--- src/rtl/serial_frame_pkg.sv ---
// rtl/serial_frame_pkg.sv - shared FSM states and line levels for serial_frame_tx
package serial_frame_pkg;

    typedef enum logic [2:0] {
        IDLE,
        START,
        DATA,
        PARITY,
        STOP
    } state_t;

    localparam logic LINE_IDLE  = 1'b0;
    localparam logic LINE_START = 1'b1;
    localparam logic LINE_STOP  = 1'b0;

endpackage

--- src/rtl/bit_tick_divider.sv ---
// rtl/bit_tick_divider.sv - one-cycle tick every CLKS_PER_BIT clocks, restartable by clr
module bit_tick_divider #(
    parameter int CLKS_PER_BIT = 1
) (
    input  logic CLK,
    input  logic RST,
    input  logic clr,
    output logic tick
);

    generate
        if (CLKS_PER_BIT == 1) begin : g_bypass
            // One bit per clock: nothing to count.
            logic unused_inputs;
            assign unused_inputs = &{1'b0, CLK, RST, clr};
            assign tick = 1'b1;
        end else begin : g_div
            localparam int CW = $clog2(CLKS_PER_BIT);
            localparam logic [CW-1:0] LAST = CW'(CLKS_PER_BIT - 1);

            logic [CW-1:0] cnt;

            assign tick = (cnt == LAST);

            always_ff @(posedge CLK or negedge RST) begin
                if (!RST) begin
                    cnt <= '0;
                end else if (clr || tick) begin
                    cnt <= '0;
                end else begin
                    cnt <= cnt + CW'(1);
                end
            end
        end
    endgenerate

endmodule

--- src/rtl/serial_frame_tx.sv ---
// rtl/serial_frame_tx.sv - framed serial transmitter; parity bit when SERIAL_FRAME_TX_PARITY_EN is defined
module serial_frame_tx
    import serial_frame_pkg::*;
#(
    parameter int DATA_W       = 8,
    parameter int CLKS_PER_BIT = 1
) (
    input  logic              CLK,
    input  logic              RST,
    input  logic [DATA_W-1:0] tx_data,
    input  logic              tx_valid,
    output logic              tx_ready,
    output logic              Dout,
    output logic              busy,
    output logic              done
);

    localparam int BW = $clog2(DATA_W + 1);
    localparam logic [BW-1:0] LAST_BIT = BW'(DATA_W);

    state_t            state;
    logic [DATA_W-1:0] shreg;
    logic [BW-1:0]     bit_cnt;
    logic              tick;
    logic              accept;
`ifdef SERIAL_FRAME_TX_PARITY_EN
    logic              par_bit;
`endif

    assign accept = (state == IDLE) && tx_valid;

    bit_tick_divider #(
        .CLKS_PER_BIT(CLKS_PER_BIT)
    ) u_div (
        .CLK (CLK),
        .RST (RST),
        .clr (accept),
        .tick(tick)
    );

    always_ff @(posedge CLK or negedge RST) begin
        if (!RST) begin
            state    <= IDLE;
            Dout     <= LINE_IDLE;
            tx_ready <= 1'b1;
            busy     <= 1'b0;
            done     <= 1'b0;
            shreg    <= '0;
            bit_cnt  <= '0;
`ifdef SERIAL_FRAME_TX_PARITY_EN
            par_bit  <= 1'b0;
`endif
        end else begin
            done <= 1'b0;
            case (state)
                IDLE: begin
                    if (tx_valid) begin
                        state    <= START;
                        shreg    <= tx_data;
`ifdef SERIAL_FRAME_TX_PARITY_EN
                        par_bit  <= ^tx_data;
`endif
                        Dout     <= LINE_START;
                        tx_ready <= 1'b0;
                        busy     <= 1'b1;
                    end
                end
                START: begin
                    if (tick) begin
                        state   <= DATA;
                        Dout    <= shreg[DATA_W-1];
                        shreg   <= {shreg[DATA_W-2:0], 1'b0};
                        bit_cnt <= bit_cnt + BW'(1);
                    end
                end
                DATA: begin
                    // bit_cnt counts bits already put on the line; outside 1..DATA_W is corrupt.
                    if (bit_cnt == '0 || bit_cnt > LAST_BIT) begin
                        state    <= IDLE;
                        Dout     <= LINE_IDLE;
                        tx_ready <= 1'b1;
                        busy     <= 1'b0;
                        bit_cnt  <= '0;
                    end else if (tick) begin
                        if (bit_cnt == LAST_BIT) begin
`ifdef SERIAL_FRAME_TX_PARITY_EN
                            state <= PARITY;
                            Dout  <= par_bit;
`else
                            state <= STOP;
                            Dout  <= LINE_STOP;
`endif
                        end else begin
                            Dout    <= shreg[DATA_W-1];
                            shreg   <= {shreg[DATA_W-2:0], 1'b0};
                            bit_cnt <= bit_cnt + BW'(1);
                        end
                    end
                end
`ifdef SERIAL_FRAME_TX_PARITY_EN
                PARITY: begin
                    if (tick) begin
                        state <= STOP;
                        Dout  <= LINE_STOP;
                    end
                end
`endif
                STOP: begin
                    if (tick) begin
                        state    <= IDLE;
                        Dout     <= LINE_IDLE;
                        tx_ready <= 1'b1;
                        busy     <= 1'b0;
                        done     <= 1'b1;
                        bit_cnt  <= '0;
                    end
                end
                default: begin
                    state    <= IDLE;
                    Dout     <= LINE_IDLE;
                    tx_ready <= 1'b1;
                    busy     <= 1'b0;
                    bit_cnt  <= '0;
                end
            endcase
        end
    end

endmodule

--- config.mk ---
export PLATFORM = sky130hd
export DESIGN_NAME = serial_frame_tx
export DESIGN_NICKNAME = d
export VERILOG_FILES = /design/src/rtl/serial_frame_pkg.sv /design/src/rtl/bit_tick_divider.sv /design/src/rtl/serial_frame_tx.sv
export SDC_FILE = /design/constraint.sdc
export NUM_CORES = 1
export LEC_CHECK = 0
export ABC_AREA = 1
export BUFFER_PORTS_ARGS = -buffer_cell sky130_fd_sc_hd__buf_4
export CORE_MARGIN = 4
export CORE_UTILIZATION = 55
export DETAILED_ROUTE_END_ITERATION = 12
export GPL_TIMING_DRIVEN = 1
export PLACE_DENSITY = 0.74
export SETUP_SLACK_MARGIN = 0.1
export SKIP_CTS_REPAIR_TIMING = 1
export SYNTH_ARGS = -nofsm -noshare
export SYNTH_HDL_FRONTEND = slang
export SYNTH_SLANG_ARGS = --single-unit
--- constraint.sdc ---
create_clock -name CLK -period 3.1 [get_ports CLK]
set_input_delay 0.465 -clock CLK [delete_from_list [all_inputs] [get_ports CLK]]
set_output_delay 0.465 -clock CLK [all_outputs]
set_load 0.02 [all_outputs]
==> results of run 1 <==
[area by class of cell]
type | instances | area share, %
Tap cell | 25 | 2.61
Timing Repair Buffer | 14 | 8.78
Clock inverter | 1 | 0.418
Inverter | 15 | 4.70
Multi-Input combinational cell | 100 | 41.8
Sequential cell | 19 | 39.8
Clock buffer | 3 | 1.88
[kinds of logic (layout without fill, tap and decap cells)]
logic type,count (synthesis),after routing
flops,19,19
compound gates,7,7
buf+inv,17,33
xor+xnor,1,1
simple gates,90,90
fa+ha+maj,2,2
[state kept, by name, summed over array words and instances (netlist names)]
register / count
shreg: 8
state: 3
bit_cnt: 4
Dout: 1
busy: 1
done: 1
tx_ready: 1
[cells in the mapped netlist (all sizes together)]
master / n
dfstp: 1
nor3: 1
buf: 2
ha: 2
a21oi: 2
o21ai: 5
xor2: 1
nand2: 64
nand3: 17
dfrtp: 18
inv: 15
nor2: 5
nand4: 3
[per-layer routing]
metal | wire length (µm) | share of wire, %
met2 | 876 | 45
met3 | 91 | 4.7
met5 | 0 | 0
met4 | 17 | 0.88
met1 | 948 | 49
[cells in the final DEF (no fill, tap or decap), drive strengths merged]
master   n
dfstp    1
nand4    3
ha       2
nand3   17
clkbuf   3
inv     15
nor3     1
clkinv   1
buf     14
dfrtp   18
nand2   64
nor2     5
o21ai    5
xor2     1
a21oi    2
[through the flow]
stage	instance area, µm²	total power, mW	cells
floorplan	1050	0.882	136
global route	1200	1.25	177
detailed placement	1170	1.01	173
CTS	1200	1.14	177
finish	1200	1.13	177
global placement	1170	1.00	173
[power by group through the flow]
stage / Sequential (mW) / Clock, mW / Combinational (mW)
2_1_floorplan: 0.433 / 0 / 0.450
3_3_place_gp: 0.421 / 0 / 0.579
6_report: 0.417 / 0.119 / 0.593
5_1_grt: 0.433 / 0.141 / 0.678
4_1_cts: 0.416 / 0.124 / 0.597
3_5_place_dp: 0.422 / 0 / 0.591
[worst max-delay path by stage]
| stage | startpoint | endpoint | slack [ps] | depth (start not counted) |
|---|---|---|---|---|
| floorplan | bit_cnt[0]$_DFFE_PN0P_ | shreg[0]$_DFFE_PN0P_ | 1760 | 8 |
| global placement | bit_cnt[0]$_DFFE_PN0P_ | shreg[0]$_DFFE_PN0P_ | 1630 | 8 |
| detailed placement | bit_cnt[0]$_DFFE_PN0P_ | shreg[3]$_DFFE_PN0P_ | 1600 | 8 |
| CTS | bit_cnt[0]$_DFFE_PN0P_ | shreg[3]$_DFFE_PN0P_ | 1540 | 8 |
| global route | bit_cnt[0]$_DFFE_PN0P_ | shreg[1]$_DFFE_PN0P_ | 1400 | 8 |
| finish | bit_cnt[0]$_DFFE_PN0P_ | shreg[3]$_DFFE_PN0P_ | 1550 | 8 |
==> flow_summary.toml, run 1 <==
[worst_setup_path]
cp_num_buf_inv = 2
worstSetupStartpointType = "flip-flop"
cpMostUsedCell = "nand2_1"
cp_max_fo = 9
critPathArrivalTime_ps = 1730
critPathKind = "flip-flop to flip-flop"
critPathSlowestCell = "dfrtp_1"
worstReg2RegEnd = "shreg[3]$_DFFE_PN0P_"
critPathCaptureType = "flip-flop"
worstRegToRegCells = 8
ff2ff_setup_slack_ps = 1550
path_delay_family = "flip-flops"
required_ps = 3280
critPathMaxStageDelay_ps = 410
r2r_start = "bit_cnt[0]$_DFFE_PN0P_"
worstPathCellList = "inv_1, ha_1, a21oi_2, nor2_2, nor2_8, inv_2, nand2_1, nand2_1"

[synthesis]
synth_top_cells_by_area = "dfrtp_1 43%, nand2_1 22%, nand3_1 6.7%"
synth-adder-area-share_pct = 2.39
syn_area_mm2 = 0.00105
synth_warnings = 0
synth.avg_cell_area_um2 = 7.71
syn_nets = 149
synth_compound_area_share_pct = 4.06
syn_inst = 136
synth-xor-area-share_pct = 0.835
synth-seq-area-share_pct = 45.5
yosysTopAreaCellShare_pct = 43.0
synth_top_family_by_area = "simple AND/OR/NAND/NOR gates"
ys_ff_latch = 19
synthMuxAreaShare_pct = 0
yosysTopAreaCell = "dfrtp_1"
synthSimpleGateAreaFrac_pct = 40.5
ys_types = 20

[timing]
tightest_slew_ps = 259
slew_viol_final = 0
finalWorstSetupSlack_ps = 1550
fin_crit_sh_pct = 50.0
tns_ps = 0
finClkSkew_ps = 4.47
relSlewSlack_pct = 82.7
rsz0062_at_grt = "no"
fin_crit_ps = 1550
hold-worst-slack_ps = 22.9
setup_violations = 0
fmax_ghz = 0.645
finalHoldViolCount = 0

[global_route]
grt_pass1_wl_mm = 3.48
gr-usage-met3_pct = 3.44
grt_util_met1_pct = 24.3
antenna_found_initial = 0
overflow = 0
grt_max_degree = 20
grt_usage_pct = 17.4
met2_usage_pct = 28.0
grt_pass1_vias = 813
busiest_layer = "met2"

[power]
power.internal_mw = 0.605
p_sw_share_pct = 46.5
power.density_mw_per_mm2 = 943
p_sw_mw = 0.525
comb_power_share_pct = 52.5
cellLeakagePower_nw = 0.681
power.share.clock_pct = 10.6
p_seq_share_pct = 36.9
peakVddDrop_v = 0.000517

[detailed_routing]
vias_per_cell = 4.85
route.vias.total = 858
drt-total-wl_mm = 1.93
drc = 0
dr.pass1.iters = 4
postRouteAntennaNets = 0
drtIter0Drc = 28
wire_per_inst_um = 10.9

[placed_design]
hpwl_mm = 1.50
dp_slack_ps = 1600
gp_congestion = 0.840
portBuffers = 14

[layout]
final_util_pct = 67.9
regArea_um2 = 477
drive_gt1_share_pct = 23.7
final_nets = 166
antennaDiodeCount = 0
syn2layout_area_growth_pct = 14.2
multi_input_area_um2 = 500
fill_cells = 163

[clock_network]
clock-sinks = 19
cts_root_buf = "clkbuf_4"
cts_tree = "yes"
clock_latency_ps = 280
numCtsBuffers = 3
clk_path_buf_depth = 2
cts.reportedPaths.clkPinSlew_ps = 110
htree_levels = 1

[floorplanning]
fp.dieW_um = 51.7
ioPinCount = 15
start_util_pct = 59.4
row_count = 15
dieArea_mm2 = 0.00267
coreArea_mm2 = 0.00176
die_h_um = 51.7

[outcome]
status = "finished, final reports clean"

[job]
drv_cap = 0

[worst_hold_path]
min_path_type = "input port to asynchronous set/reset pin"
Note: power is estimated with default switching activity, not from simulation.
==> run 2: changes to the inputs <==
ABC_AREA = 0   (was 1)
CORE_ASPECT_RATIO = 1.5   (was not set)
clock period = 1.6 ns   (was 3.1 ns; I/O delays follow)
==> run 2 against run 1 <==
Compared with the run above:
- critical endpoint is now shreg[6]$_DFFE_PN0P_
- total power grew to 2.6 times the previous value
- non-clock buffer count is 17 higher
- hold slack better by 200 ps
- fmax is 3.8% lower
- sequential power is 100% higher
- routed wire length is 20% higher
- clock skew hardly changed
- count of clock-buffer cells in the layout is 1 higher
- die area is 2.8% higher
- the run now ends with setup timing left
- synthesized area is 2.6% higher
==> flow_summary.toml, run 2 <==
[timing]
fin_crit_ps = 1610
relSlewSlack_pct = 83.3
tightest_slew_ps = 248
finalWorstSetupSlack_ps = -10.9
hold-worst-slack_ps = 222
finalHoldViolCount = 0
finClkSkew_ps = 4.20
slew_viol_final = 0
tns_ps = -23.1
rsz0062_at_grt = "yes"
fin_crit_sh_pct = 101
setup_violations = 6
fmax_ghz = 0.621

[worst_hold_path]
min_path_type = "input port to flip-flop"
hold_start = "tx_valid"

[worst_setup_path]
crit_start = "state[0]$_DFFE_PN0P_"
critPathMaxStageDelay_ps = 480
cp_max_fo = 8
critPathCaptureType = "flip-flop"
required_ps = 1800
critPathSlowestCell = "dfrtp_2"
worstPathCellList = "buf_6, nor2_4, nand2_2, a211o_4, mux2_4"
critPathArrivalTime_ps = 1810
critPathKind = "flip-flop to flip-flop"
path_delay_family = "flip-flops"
cp_num_buf_inv = 1
r2r_start = "state[0]$_DFFE_PN0P_"
worstSetupStartpointType = "flip-flop"

[synthesis]
syn_inst = 89
synth-adder-area-share_pct = 2.33
ys_types = 37
ys_async_sr_fraction_pct = 100
synth.avg_cell_area_um2 = 12.1
synth-edff-count = 0
syn_nets = 102
synthMuxAreaShare_pct = 19.5
synth_top_cells_by_area = "dfrtp_1 42%, mux2_4 11%, mux2_1 7.3%"
synthSimpleGateAreaFrac_pct = 15.9
yosysTopAreaCell = "dfrtp_1"
yosysMostFrequentCell = "dfrtp_1"
synth_compound_area_share_pct = 9.53
yosysTopAreaCellShare_pct = 41.9
synth-xor-area-share_pct = 3.37
ys_ff_latch = 19
synth_top_family_by_area = "multiplexers"
synth_ff_type = "dfrtp_1"
synth_warnings = 0
synth-seq-area-share_pct = 44.3
netlist_top_cells_count = "18 x dfrtp_1, 8 x mux2_4, 7 x mux2_1"
syn_area_mm2 = 0.00108

[placed_design]
dp_slack_ps = -76.4
post-place-cells = 129
gp_congestion = 0.777
placed_cell_area_mm2 = 0.00125
portBuffers = 14
hpwl_mm = 1.54

[clock_network]
htree_levels = 1
clock-sinks = 19
clk_path_buf_depth = 2
cts_root_buf = "clkbuf_4"
clock_latency_ps = 310
cts_tree = "yes"
numCtsBuffers = 3
cts.reportedPaths.clkPinSlew_ps = 100

[layout]
multi_input_area_um2 = 639
stdcell_area_mm2 = 0.00145
instances_no_fill = 139
largest_register_ffs = 8
final_nets = 132
antennaDiodeCount = 0
top_regs = "shreg x8, bit_cnt x4, state x3"
syn2layout_area_growth_pct = 34.3
drive_gt1_share_pct = 56.8
final_util_pct = 77.9
largest_register = "shreg"
layout_commonest_cell = "buf_4"
regArea_um2 = 479
fill_cells = 118
mostFrequentLayoutCells = "26 x buf_4, 16 x dfrtp_1, 16 x mux2_4"

[global_route]
antenna_found_initial = 0
grt_usage_pct = 16.7
overflow = 0
grt_pass1_vias = 819
grt_max_degree = 20
grt_pass1_wl_mm = 3.53

[power]
p_seq_share_pct = 28.7
power.share.clock_pct = 8.4
power.density_mw_per_mm2 = 2050
p_sw_share_pct = 35.3
peakVddDrop_v = 0.00126
power.internal_mw = 1.92
power_mw = 2.96
comb_power_share_pct = 62.9
p_sw_mw = 1.05
cellLeakagePower_nw = 0.689

[floorplanning]
dieArea_mm2 = 0.00274
die_h_um = 62.2
ioPinCount = 15
row_count = 19
start_util_pct = 58.0
fp.dieW_um = 44.1
coreArea_mm2 = 0.00185

[outcome]
violations = "setup timing"
status = "complete, but fails checks"

[detailed_routing]
drtIter0Drc = 15
dr.pass1.iters = 4
wire_per_inst_um = 16.6
drc = 0
route.vias.total = 780
drt-total-wl_mm = 2.31
vias_per_cell = 5.61
postRouteAntennaNets = 0

[job]
drv_cap = 0
[run 2: cell families after synthesis]
family          Yosys count
compound gates           14
xor+xnor                  2
fa+ha+maj                 2
buf+inv                  10
flops                    19
mux                      16
simple gates             26
[run 2: worst paths after layout]
kind / to / slack, ps / cells after the start
worst min register to register: shreg[0]$_DFFE_PN0P_ / 530 / 1
worst max register to register: shreg[6]$_DFFE_PN0P_ / -10 / 5
max in group asynchronous: tx_ready$_DFFE_PN1P_ / 1010 / 2
worst min-delay path: state[0]$_DFFE_PN0P_ / 220 / 2
min in group asynchronous: busy$_DFFE_PN0P_ / 330 / 2
worst max-delay path: shreg[6]$_DFFE_PN0P_ / -10 / 5
[run 2: worst reg2reg max path: cells and delay by family (launching register included)]
family	cells	cell delay, ps
AND/OR/NAND/NOR	2	150
AO/OA/AOI/OAI	1	410
buffers and inverters	1	140
multiplexers	1	330
flip-flops	1	480
[run 2: power by group through the flow]
stage | clock network (mW) | logic, mW | registers [mW]
2_1_floorplan | 0 | 1.04 | 0.832
3_3_place_gp | 0 | 1.31 | 0.838
3_5_place_dp | 0 | 1.38 | 0.846
4_1_cts | 0.245 | 1.39 | 0.838
5_1_grt | 0.265 | 2.00 | 0.882
6_report | 0.249 | 1.86 | 0.850
[run 2: metal layers]
layer / vias to the layer above / share of wire [%] / global-route usage [%]
li1: 372 / - / -
met1: 377 / 39 / 20.0
met2: 26 / 55 / 28.6
met3: 5 / 4.0 / 2.60
met4: 0 / 1.7 / 6.79
met5: - / 0 / 0
[run 2: area by class of cell]
class | instances | share of cell area [%]
multi-input cells | 60 | 44.2
flip-flops and latches | 19 | 33.2
repair buffers | 31 | 17.9
clock buffers | 4 | 1.82
well taps | 21 | 1.82
inverters | 4 | 1.04
==> run 3: changes to the inputs <==
CORE_MARGIN = not set   (was 4)
==> run 3 against run 2 <==
Compared with the run above:
- the flow still finishes with violations (setup timing)
- critical path depth unchanged
- die area decreased by 22%
- fmax rose by 0.32%
- largest power group unchanged
- highest routed layer unchanged
==> flow_summary.toml, run 3 (synthesis results as in run 2) <==
[layout]
mostFrequentLayoutCells = "23 x buf_4, 16 x dfrtp_1, 16 x mux2_4"
syn2layout_area_growth_pct = 27.7
antennaDiodeCount = 0
largest_register_ffs = 8
layout_commonest_cell = "buf_4"
largest_register = "shreg"
drive_gt1_share_pct = 51.3
fill_cells = 130
final_nets = 127
top_regs = "shreg x8, bit_cnt x4, state x3"
final_util_pct = 75.1

[worst_setup_path]
cpMostUsedCell = "mux2_4"
worstReg2RegEnd = "shreg[6]$_DFFE_PN0P_"
critPathKind = "flip-flop to flip-flop"
critPathMaxStageDelay_ps = 480
critPathCaptureType = "flip-flop"
critPathSlowestCell = "dfrtp_2"
critPathArrivalTime_ps = 1800
cp_max_fo = 8
worstPathCellList = "xnor2_4, nor2_4, buf_12, mux2_4, mux2_4"
worstRegToRegCells = 5
worstSetupStartpointType = "flip-flop"
ff2ff_setup_slack_ps = -6
crit_start = "state[1]$_DFFE_PN0P_"
required_ps = 1790
cp-endpoint = "shreg[6]$_DFFE_PN0P_"
r2r_start = "state[1]$_DFFE_PN0P_"

[global_route]
antenna_found_initial = 0
overflow = 0
grt_usage_pct = 22.8
grt_max_degree = 20
grt_pass1_wl_mm = 3.31
grt_pass1_vias = 751

[worst_hold_path]
min_path_cells = 2
min_path_type = "input port to flip-flop"

[timing]
fmax_ghz = 0.623
rsz0062_at_grt = "yes"
fin_crit_ps = 1610
finalWorstSetupSlack_ps = -5.66
setup_violations = 2
fin_crit_sh_pct = 100
tns_ps = -6.12
slew_viol_final = 0
finClkSkew_ps = 2.19
tightest_slew_ps = 314
relSlewSlack_pct = 78.8
finalHoldViolCount = 0

[clock_network]
clk_path_buf_depth = 2
cts_tree = "yes"
cts_root_buf = "clkbuf_4"
htree_levels = 1
cts.reportedPaths.clkPinSlew_ps = 100
numCtsBuffers = 3
clock-sinks = 19
clock_latency_ps = 300

[detailed_routing]
drc = 0
dr.pass1.iters = 4
wire_per_inst_um = 15.6
drtIter0Drc = 36
drt-total-wl_mm = 2.10
route.vias.total = 751
postRouteAntennaNets = 0
vias_per_cell = 5.60

[power]
power.density_mw_per_mm2 = 2030
peakVddDrop_v = 0.00108
power_mw = 2.79
cellLeakagePower_nw = 0.656

[placed_design]
gp_congestion = 0.754
portBuffers = 14
hpwl_mm = 1.46

[floorplanning]
coreArea_mm2 = 0.00183
die_h_um = 56.2
row_count = 19
start_util_pct = 58.8
fp.dieW_um = 38.1
ioPinCount = 15
dieArea_mm2 = 0.00214

[job]
drv_cap = 0

[outcome]
violations = "setup timing"
status = "complete, but fails checks"
[run 3: cell count changes in the layout (fill, tap and decap cells not counted)]
cell      change
buf_4         -3
buf_6         -2
nand2_1       +2
nand2_2       -2
a211o_2       +1
a211o_4       -1
a211oi_2      +1
a211oi_4      -1
a21oi_1       +1
a21oi_2       -1
or2_1         +1
or2_4         -1
[run 3: cell type report]
type | count | area (µm²) | share of cell area (%)
flip-flops and latches | 19 | 479 | 34.9
well taps | 21 | 26.3 | 1.91
clock buffers | 4 | 26.3 | 1.91
multi-input cells | 60 | 613 | 44.6
inverters | 4 | 15.0 | 1.09
repair buffers | 26 | 214 | 15.6
[run 3: per-layer routing]
metal | track usage [%] | wire length [µm] | vias up
li1 | - | - | 362
met5 | 0 | 0 | -
met2 | 36.3 | 1140 | 24
met1 | 27.5 | 829 | 361
met3 | 2.40 | 74 | 4
met4 | 15.3 | 50 | 0
[run 3: worst min path at each step]
stage | start | to | slack [ps]
after floorplan | RST | Dout$_DFFE_PN0P_ | -60
after global placement | RST | busy$_DFFE_PN0P_ | 120
after detailed placement | RST | shreg[7]$_DFFE_PN0P_ | 120
after CTS | RST | shreg[7]$_DFFE_PN0P_ | -210
after global routing | tx_valid | state[0]$_DFFE_PN0P_ | 220
final | tx_valid | state[0]$_DFFE_PN0P_ | 230
[run 3: critical path, delay by kind of cell, from the launching register on]
| kind | cells | cell delay, ps |
|---|---|---|
| AND/OR/NAND/NOR | 1 | 130 |
| multiplexers | 2 | 570 |
| buffers and inverters | 1 | 140 |
| XOR/XNOR | 1 | 170 |
| flip-flops | 1 | 480 |
[run 3: through the flow]
step / cell area (µm²) / cells / hold WS (ps) / worst slack [ps]
floorplan: 1080 / 89 / -55.6 / 72.5
global placement: 1250 / 128 / 121 / -8.97
detailed placement: 1250 / 128 / 125 / -87.7
CTS: 1270 / 132 / -211 / -109
global route: 1370 / 134 / 225 / -55.9
finish: 1370 / 134 / 232 / -5.66
[run 3: where the power goes]
group          internal (mW)  switching, mW
Clock                 0.0973          0.149
Sequential             0.689          0.170
Combinational           1.03          0.656
